===== src/rtl/ubutterfly_pkg.sv =====
// Shared types, latencies and the write-back saturator for the radix-2 butterfly sequencer.
package ubutterfly_pkg;

  typedef enum logic [1:0] {IDLE, ISSUE, DRAIN, DONE} state_t;

  localparam int unsigned RD_LAT = 1;
  localparam int unsigned BF_LAT = 4;
  localparam int unsigned WB_LAT = RD_LAT + BF_LAT;

  localparam int unsigned DW = 8;
  localparam int unsigned OW = 16;

  localparam logic signed [OW-1:0] SAT_MAX = 16'sd127;
  localparam logic signed [OW-1:0] SAT_MIN = -16'sd128;

  // Clamp a scaled butterfly output into the 8-bit sample range.
  function automatic logic signed [DW-1:0] sat8(input logic signed [OW-1:0] x);
    logic signed [DW-1:0] r;
    if (x > SAT_MAX)      r = 8'sd127;
    else if (x < SAT_MIN) r = -8'sd128;
    else                  r = DW'(x);
    return r;
  endfunction

endpackage


===== src/rtl/fft_agu.sv =====
// Combinational address generator: (mode, stage, k) -> butterfly pair (i, j) and twiddle index.
module fft_agu #(
  parameter int unsigned LOG2N = 3
) (
  input  logic                       mode,
  input  logic [$clog2(LOG2N)-1:0]   stage,
  input  logic [LOG2N-2:0]           k,
  output logic [LOG2N-1:0]           i,
  output logic [LOG2N-1:0]           j,
  output logic [LOG2N-2:0]           tw
);

  localparam int unsigned AW = LOG2N;
  localparam int unsigned KW = LOG2N - 1;
  localparam int unsigned SW = $clog2(LOG2N);

  logic [SW-1:0] sh;
  logic [SW-1:0] twsh;
  logic [AW-1:0] kx;
  logic [AW-1:0] mask;
  logic [AW-1:0] lo;

  // DIT spans grow with stage, DIF spans shrink; both share the same bit-insert form.
  always_comb begin
    sh   = mode ? (SW'(LOG2N - 1) - stage) : stage;
    twsh = mode ? stage : (SW'(LOG2N - 1) - stage);
    kx   = AW'(k);
    mask = (AW'(1) << sh) - AW'(1);
    lo   = kx & mask;
    i    = (((kx >> sh) << sh) << 1) | lo;
    j    = i | (AW'(1) << sh);
    tw   = KW'(lo << twsh);
  end

endmodule


===== src/rtl/ubutterfly_seq.sv =====
// In-place radix-2 FFT/IFFT sequencer: issues butterfly reads per stage and writes results back.
module ubutterfly_seq
  import ubutterfly_pkg::*;
#(
  parameter int unsigned LOG2N = 3,
  parameter int unsigned SCALE = 1
) (
  input  logic                    clk,
  input  logic                    rst,
  input  logic                    start,
  input  logic                    mode,
  output logic                    busy,
  output logic                    done,
  output logic                    rd_en,
  output logic [LOG2N-1:0]        rd_addr_a,
  output logic [LOG2N-1:0]        rd_addr_b,
  output logic [LOG2N-2:0]        tw_addr,
  input  logic signed [7:0]       rd_data_a,
  input  logic signed [7:0]       rd_data_b,
  input  logic signed [7:0]       tw_data,
  output logic signed [7:0]       bf_a,
  output logic signed [7:0]       bf_b,
  output logic signed [7:0]       bf_w,
  output logic                    bf_s,
  input  logic signed [15:0]      bf_outa,
  input  logic signed [15:0]      bf_outb,
  output logic                    wr_en,
  output logic [LOG2N-1:0]        wr_addr_a,
  output logic [LOG2N-1:0]        wr_addr_b,
  output logic signed [7:0]       wr_data_a,
  output logic signed [7:0]       wr_data_b
);

  localparam int unsigned AW  = LOG2N;
  localparam int unsigned KW  = LOG2N - 1;
  localparam int unsigned SW  = $clog2(LOG2N);
  localparam int unsigned DCW = $clog2(WB_LAT);
  localparam logic [KW-1:0]  K_LAST     = '1;
  localparam logic [SW-1:0]  STAGE_LAST = SW'(LOG2N - 1);
  localparam logic [DCW-1:0] DRAIN_LAST = DCW'(WB_LAT - 1);

  state_t         state, state_n;
  logic [SW-1:0]  stage, stage_n;
  logic [KW-1:0]  k, k_n;
  logic [DCW-1:0] drain, drain_n;
  logic           mode_q, mode_n;
  logic           issue_n;
  logic [AW-1:0]  agu_i, agu_j;
  logic [KW-1:0]  agu_tw;

  logic          dl_v [WB_LAT];
  logic [AW-1:0] dl_i [WB_LAT];
  logic [AW-1:0] dl_j [WB_LAT];

  logic signed [OW-1:0] sh_a, sh_b;

  // Next-state and counter sequencing.
  always_comb begin
    state_n = state;
    stage_n = stage;
    k_n     = k;
    drain_n = drain;
    mode_n  = mode_q;
    unique case (state)
      IDLE: begin
        if (start) begin
          state_n = ISSUE;
          stage_n = '0;
          k_n     = '0;
          mode_n  = mode;
        end
      end
      ISSUE: begin
        if (k == K_LAST) begin
          state_n = DRAIN;
          drain_n = '0;
        end else begin
          k_n = k + KW'(1);
        end
      end
      DRAIN: begin
        if (drain == DRAIN_LAST) begin
          if (stage == STAGE_LAST) begin
            state_n = DONE;
          end else begin
            state_n = ISSUE;
            stage_n = stage + SW'(1);
            k_n     = '0;
          end
        end else begin
          drain_n = drain + DCW'(1);
        end
      end
      DONE:    state_n = IDLE;
      default: state_n = IDLE;
    endcase
    issue_n = (state_n == ISSUE);
  end

  // Addresses are generated from next-cycle counters so the read strobe and addresses are registered.
  fft_agu #(.LOG2N(LOG2N)) u_agu (
    .mode  (mode_n),
    .stage (stage_n),
    .k     (k_n),
    .i     (agu_i),
    .j     (agu_j),
    .tw    (agu_tw)
  );

  always_ff @(posedge clk or negedge rst) begin
    if (!rst) begin
      state     <= IDLE;
      stage     <= '0;
      k         <= '0;
      drain     <= '0;
      mode_q    <= 1'b0;
      busy      <= 1'b0;
      done      <= 1'b0;
      rd_en     <= 1'b0;
      rd_addr_a <= '0;
      rd_addr_b <= '0;
      tw_addr   <= '0;
    end else begin
      state     <= state_n;
      stage     <= stage_n;
      k         <= k_n;
      drain     <= drain_n;
      mode_q    <= mode_n;
      busy      <= (state_n != IDLE);
      done      <= (state_n == DONE);
      rd_en     <= issue_n;
      rd_addr_a <= issue_n ? agu_i  : '0;
      rd_addr_b <= issue_n ? agu_j  : '0;
      tw_addr   <= issue_n ? agu_tw : '0;
    end
  end

  // Write-address delay line matching read plus butterfly latency.
  always_ff @(posedge clk or negedge rst) begin
    if (!rst) begin
      for (int n = 0; n < WB_LAT; n++) begin
        dl_v[n] <= 1'b0;
        dl_i[n] <= '0;
        dl_j[n] <= '0;
      end
    end else begin
      dl_v[0] <= rd_en;
      dl_i[0] <= rd_addr_a;
      dl_j[0] <= rd_addr_b;
      for (int n = 1; n < WB_LAT; n++) begin
        dl_v[n] <= dl_v[n-1];
        dl_i[n] <= dl_i[n-1];
        dl_j[n] <= dl_j[n-1];
      end
    end
  end

  assign bf_s      = mode_q;
  assign bf_a      = rd_data_a;
  assign bf_b      = rd_data_b;
  assign bf_w      = tw_data;

  assign wr_en     = dl_v[WB_LAT-1];
  assign wr_addr_a = dl_i[WB_LAT-1];
  assign wr_addr_b = dl_j[WB_LAT-1];

  // Scale and clamp; data is forced to zero whenever no write is in progress.
  assign sh_a      = bf_outa >>> SCALE;
  assign sh_b      = bf_outb >>> SCALE;
  assign wr_data_a = wr_en ? sat8(sh_a) : '0;
  assign wr_data_b = wr_en ? sat8(sh_b) : '0;

endmodule


===== config.mk =====
export PLATFORM = sky130hd
export DESIGN_NAME = ubutterfly_seq
export DESIGN_NICKNAME = d
export VERILOG_FILES = /design/src/rtl/ubutterfly_pkg.sv /design/src/rtl/fft_agu.sv /design/src/rtl/ubutterfly_seq.sv
export SDC_FILE = /design/constraint.sdc
export NUM_CORES = 1
export LEC_CHECK = 0
export ABC_AREA = 1
export BUFFER_PORTS_ARGS = -buffer_cell sky130_fd_sc_hd__buf_2
export CAP_MARGIN = 20
export CORE_MARGIN = 4
export CORE_UTILIZATION = 46
export CTS_CLUSTER_SIZE = 16
export DETAILED_ROUTE_END_ITERATION = 8
export PLACE_DENSITY = 0.8
export REMOVE_ABC_BUFFERS = 1
export SYNTH_ARGS = -nofsm -noshare
export SYNTH_HDL_FRONTEND = slang
export SYNTH_HIERARCHICAL = 1
export SYNTH_SLANG_ARGS = --single-unit

===== constraint.sdc =====
create_clock -name clk -period 2.8 [get_ports clk]
set_clock_uncertainty 0.15 [all_clocks]
set_input_delay 0.28 -clock clk [delete_from_list [all_inputs] [get_ports clk]]
set_output_delay 0.28 -clock clk [all_outputs]
set_load 0.005 [all_outputs]

# --- Yosys cells after proc, flatten, opt, wreduce, memory -nomap -nowiden ---
# Cells that the tools add are included.
word_totals:
  regBits: 56
  mem_count: 0
  mem_bits_rw: 0
  input_bits: 60
  elab_cells: 86
  romBits: 0
  latchBits: 0
  output_inout_bits: 59
op_classes:
  order_cmp: 4
  bitwise: 3
  shift: 4
  n_eq_ne: 10
  mux: 30
  div_mod_pow: 0
  n_addsub: 5
  n_reduce_logical: 4
  n_mul: 0
ops:
  columns: ["cell", "n"]
  rows:
  - ["8-bit two-way mux", 6]
  - ["15-bit by 8-bit > comparator with 1-bit output, second input constant", 2]
  - ["15-bit by 8-bit less-than comparator with 1-bit output, second input constant", 2]
  - ["2-bit two-way mux", 14]
  - ["3-bit two-way mux", 4]
  - ["2-bit == test, second input constant", 5]
  - ["2-bit case mux with 4 select lines", 1]
  - ["3-bit bitwise OR", 2]
  - ["2-bit case mux with 3 select lines", 1]
  - ["3-bit case mux with 2 select lines", 1]
  - ["3-bit by 2-bit left shift with 2-bit output", 2]
  - ["2-bit by 1-bit adder with 2-bit output, second input constant", 2]
  - ["2-bit by 1-bit == test with 1-bit output, second input constant", 2]
  - ["2-bit != test, second input constant", 2]
  - ["2-bit case mux with 2 select lines", 1]
  - ["2-bit nonzero test", 2]
  - ["3-bit by 1-bit adder with 3-bit output, second input constant", 1]
  - ["2-bit by 3-bit bitwise AND with 3-bit output", 1]
  - ["3-bit == test, second input constant", 1]
  - ["3-bit AND reduction", 1]
  - ["1-bit by 2-bit left shift with 3-bit output, first input constant", 1]
  - ["2-bit by 2-bit >> shifter with 3-bit output", 1]
  - ["3-bit by 2-bit subtractor with 3-bit output, second input constant", 1]
  - ["2-bit zero test", 1]
  - ["2 further kinds", 3]

# --- Depth between registers and ports, before layout ---
depth:
  depth_word: 12
  ltp_mapped: 16

# --- Modules after synthesis ---
# Netlist, hierarchy kept.
by_module_without_submodules:
  columns: ["mod", "n_inst", "seq_area_each_um2", "area_per_inst_um2", "cells_each"]
  rows:
  - ["ubutterfly_seq", 1, 1401.3, 2259.7, 222]
  - ["fft_agu", 1, 0.0, 171.4, 31]

# --- Worst setup path before layout ---
# Ideal clock, no wire load.
synth_path:
  kind: "reg-to-reg"
  start: "register drain[0]"
  end: "register rd_addr_b[1]"
  path_buffers: 0
  synth_period_minus_slack_ns: 2.460
  setup_slack_ns: 0.340
  required_ns: 2.533
  setup_ns: 0.117
  path_stages_with_launch: 16
  t_arrival_ns: 2.193
  cell_sequence: "dfrtp_1 inv_1 ha_1 nand2_1 inv_1 nand2_1 nand2_1 o21ai_0 inv_1 ha_1 nand2_1 nand4_1 nand3_2 nand3_1 inv_1 nor2_1"
synth_via:
  elab_chain_cells: 11
  word_cells_on_any_way: 18
  classes_between: "add/sub (2); eq/ne (2); shift (3); mux (8); bitwise (3)"
synth_rtl:
  columns: ["item", "line", "text"]
  rows:
  - ["from (decl)", "ubutterfly_seq.sv:45", "logic [DCW-1:0] drain, drain_n;"]
  - ["from (signal assigned)", "ubutterfly_seq.sv:127", "drain <= drain_n;"]
  - ["3-bit == test (*)", "ubutterfly_seq.sv:82", "if (drain == DRAIN_LAST) begin"]
  - ["2-bit two-way mux (*)", "ubutterfly_seq.sv:82", null]
  - ["2-bit case mux with 2 select lines (*)", "ubutterfly_seq.sv:64", "unique case (state)"]
  - ["via stage_n[1]", "ubutterfly_seq.sv:43", "logic [SW-1:0] stage, stage_n;"]
  - ["2-bit subtractor", "fft_agu.sv:25", "sh = mode ? (SW'(LOG2N - 1) - stage) : stage;"]
  - ["2-bit two-way mux (*)", "fft_agu.sv:25", null]
  - ["1-bit by 2-bit left shift with 3-bit output", "fft_agu.sv:28, fft_agu.sv:31", null]
  - ["3-bit by 2-bit subtractor with 3-bit output", "fft_agu.sv:28", "mask = (AW'(1) << sh) - AW'(1);"]
  - ["2-bit by 3-bit bitwise AND with 3-bit output", "fft_agu.sv:29", "lo = kx & mask;"]
  - ["3-bit bitwise OR", "fft_agu.sv:30", "i = (((kx >> sh) << sh) << 1) | lo;"]
  - ["3-bit bitwise OR (*)", "fft_agu.sv:31", "j = i | (AW'(1) << sh);"]
  - ["via agu_j[1]", "ubutterfly_seq.sv:48", "logic [AW-1:0] agu_i, agu_j;"]
  - ["3-bit two-way mux (*)", "ubutterfly_seq.sv:133", "rd_addr_b <= issue_n ? agu_j : '0;"]
  - ["to (signal assigned)", "ubutterfly_seq.sv:133", null]
  - ["to (decl)", "ubutterfly_seq.sv:16", "output logic [LOG2N-1:0] rd_addr_b,"]
# Mark *: on every way through the listed nets, which the timed path passes. The rest lies on a longest branch.
# A chain may end at the register's enable or synchronous reset.

# --- Final worst setup path ---
# Same ends and word-level chain as after synthesis.

==> metrics.md <==
| Metric | Value |
|---|---|
| Status | `complete, no violations` |
| Tightest Pin Transition | `0.510 ns` |
| I/O Buffers | `between 60 and 70` |
| First drt pass iteration count | `4` |
| Period Utilization, post-route | `90.2%` |
| Post-CTS Resized | `0` |
| Num CTS Buffers | `5` |
| Crit path capture type | `flip-flop` |
| Setup ws final | `around 0.27 ns` |
| Antenna Nets Post-Route | `0` |
| Initial antenna violation count | `0` |
| Unrepaired setup endpoints after global routing | `false` |
| Synth warn | `6` |
| Wire per inst | `13.3 µm` |
| Largest net degree at the start of global routing | `26` |
| Post-DP Area | `2660 µm²` |
| Num Clock Sinks | `56` |
| CTS tree | `built` |
| Cell area after layout | `between 2000 and 3000 µm²` |
| Crit-path max FO | `4` |
| DRC violations left | `0` |
| # placed instances | `about 360` |
| FMAX | `396 MHz` |
| IO Count | `119` |
| Layout cells sized above 1 | `32.0%` |
| CTS clock-pin slew for the worst setup and hold paths | `0.10 ns` |
| Via count | `1810` |
| All-Layer GR Usage | `15.6%` |
| Count leader, synth | `dfrtp_1` |
| Ant. Diodes | `0` |
| Mapped Avg Cell Area | `just under 10 µm²` |
| Yosys top cell area share | `between 50% and 60%` |
| Sum Neg Setup Slack | `0 ns` |
| Final period demand of the worst path | `2.53 ns` |
| H-tree depth | `2` |
| CTS max path bufs | `2` |
| Post-synth top cells | `dfrtp_1 (56), nand2_1 (53), inv_1 (31)` |
| Ys async rst share | `100%` |
| Post-CTS Setup Bufs | `0` |
| Post-synth EDFFs | `0` |
| IR drop worst, VDD | `approximately 0.0007 V` |
| Hpwl dp | `slightly below 4 mm` |
| Startpoint Class | `flip-flop` |
| Initial Utilization | `47.6%` |
| Post-Synthesis Cells | `253` |
| DIE HEIGHT | `80.7 µm` |
| Synth Flop Type | `dfrtp_1` |
| Grt ovf | `0` |
| Layout area overhead | `13.7%` |
| Maxcap violations | `0` |
| Std cell rows | `26` |
| Seq cells post-synth | `56` |
| Fin. Hold Viols | `0` |
| Fillers | `429` |
| Worst hold path class | `input port to flip-flop` |
| Sequential area share after synthesis | `57.6%` |
| Synth cell types | `19` |
| Core Box Area | `between 5000 and 6000 µm²` |
| Final RePlAce weighted congestion | `0.922` |
| Cell Area, Synth | `2430 µm²` |
| Vias/cell | `4.85` |
| Setup slack at placement | `0.339 ns` |
| Die area | `6510 µm²` |
| Pins over their slew limit | `0` |
| Hold Buf Count CTS | `1` |
| Number of global-route vias before repair | `1660` |
| Leakage power | `1.57 nW` |
| Req. time, crit path | `approximately 2.9 ns` |
| Crit path arrival time | `approximately 2.6 ns` |
| Root Driver | `clkbuf_8` |
| Post-layout nets | `~370` |
| Slew Limit Headroom | `66.0%` |
| Leading area contributor after synthesis | `dfrtp_1` |
| Setup Viol. Count Final | `0` |
| Power Density | `roughly 1000 nW/µm²` |
| Crit path kind | `flip-flop to flip-flop` |
| Horiz. Die Dim | `80.7 µm` |
| Skew-Pair Late Insertion Delay | `0.31 ns` |
| Top cells by area, synth | `dfrtp_1 (58%), buf_4 (9.3%), nand2_1 (8.2%)` |
| Wirelength, routed | `4.98 mm` |
| Global-route wire length before repair | `7.60 mm` |
| Initial DRC Count | `60` |
| Non-Filler Instances | `373` |
-- layout by cell type (no fill, tap or decap), drive strengths merged --
cell type	instances
o21bai	2
o21ai	9
buf	72
ha	5
clkinvlp	1
dfrtp	56
inv	36
nand4	6
clkbuf	5
nand3	8
nand2	61
nor2	24
mux2	1
nor3	1
dlygate4sd3	1
a21oi	15
-- cell families after synthesis --
group,share of synthesized area (%)
DFF,57.6
adders and majority gates,2.57
AOI/OAI and AO/OA,5.56
and+or+nand+nor,19.1
buffers and inverters,14.7
muxes,0.463
-- flip-flops by register name, indices dropped and copies added (netlist names), 3 cells and up --
register / cells
dl_i: 12
dl_j: 12
dl_v: 4
drain: 3
rd_addr_a: 3
rd_addr_b: 3
wr_addr_a: 3
wr_addr_b: 3
-- power breakdown --
group / switching, W / leakage, nW / total [W] / internal, W
logic: 0.000672 / 0.799 / 0.00108 / 0.000410
clock network: 0.000265 / 0.0452 / 0.000448 / 0.000183
registers: 0.000126 / 0.724 / 0.00123 / 0.00110
total: 0.00106 / 1.57 / 0.00276 / 0.00169
-- metal layers --
layer	wire, µm	share of wire (%)	up-vias	track usage [%]
li1	-	-	856	-
met1	2030	41	850	18.6
met2	2160	43	98	24.3
met3	743	15	6	8.86
met4	44	0.88	0	3.55
met5	0	0	-	0.909
-- metrics by stage --
stage	hold WS (ns)	total power (W)	utilization [%]
final	0.119	0.00276	54.1
after global routing	0.130	0.00300	54.1
after CTS	0.111	0.00278	54.1
after detailed placement	0.0110	0.00234	52.1
after global placement	0.00407	0.00227	52.1
after floorplan	-0.166	0.00192	-
-- final timing paths --
| check | startpoint | to | slack [ns] | cells after the start |
|---|---|---|---|---|
| min | mode | bf_s | 0.12 | 2 |
| max | drain[0] | rd_addr_b[1] | 0.27 | 15 |
| min reg2reg | dl_j[13] | dl_j[10] | 0.20 | 0 |
| max in group asynchronous | rst | busy | 1.73 | 3 |
| min in group asynchronous | rst | rd_addr_a[1] | 0.20 | 2 |
| max reg2reg | drain[0] | rd_addr_b[1] | 0.27 | 15 |
-- final cells by class --
| cell class | instances | area, µm² | area share (%) |
|---|---|---|---|
| Multi-Input combinational cell | 132 | 673 | 24.4 |
| Tap cell | 70 | 87.6 | 3.17 |
| Timing Repair Buffer | 73 | 380 | 13.8 |
| Clock inverter | 3 | 25.0 | 0.905 |
| Clock buffer | 5 | 68.8 | 2.49 |
| Sequential cell | 56 | 1400 | 50.7 |
| Inverter | 34 | 128 | 4.62 |
-- worst max-delay path, cell delays in order, from the launching register on --
cell and delay, ns:
dfrtp_1 0.36, inv_1 0.07, ha_1 0.19, nand2_1 0.09
inv_1 0.09, nand2_1 0.15, nand2_1 0.08, o21ai_0 0.26
inv_1 0.08, ha_1 0.30, nand2_1 0.15, nand4_1 0.17
nand3_2 0.12, nand3_1 0.07, inv_1 0.05, nor2_1 0.04
Power figures use the tool's default switching activity.
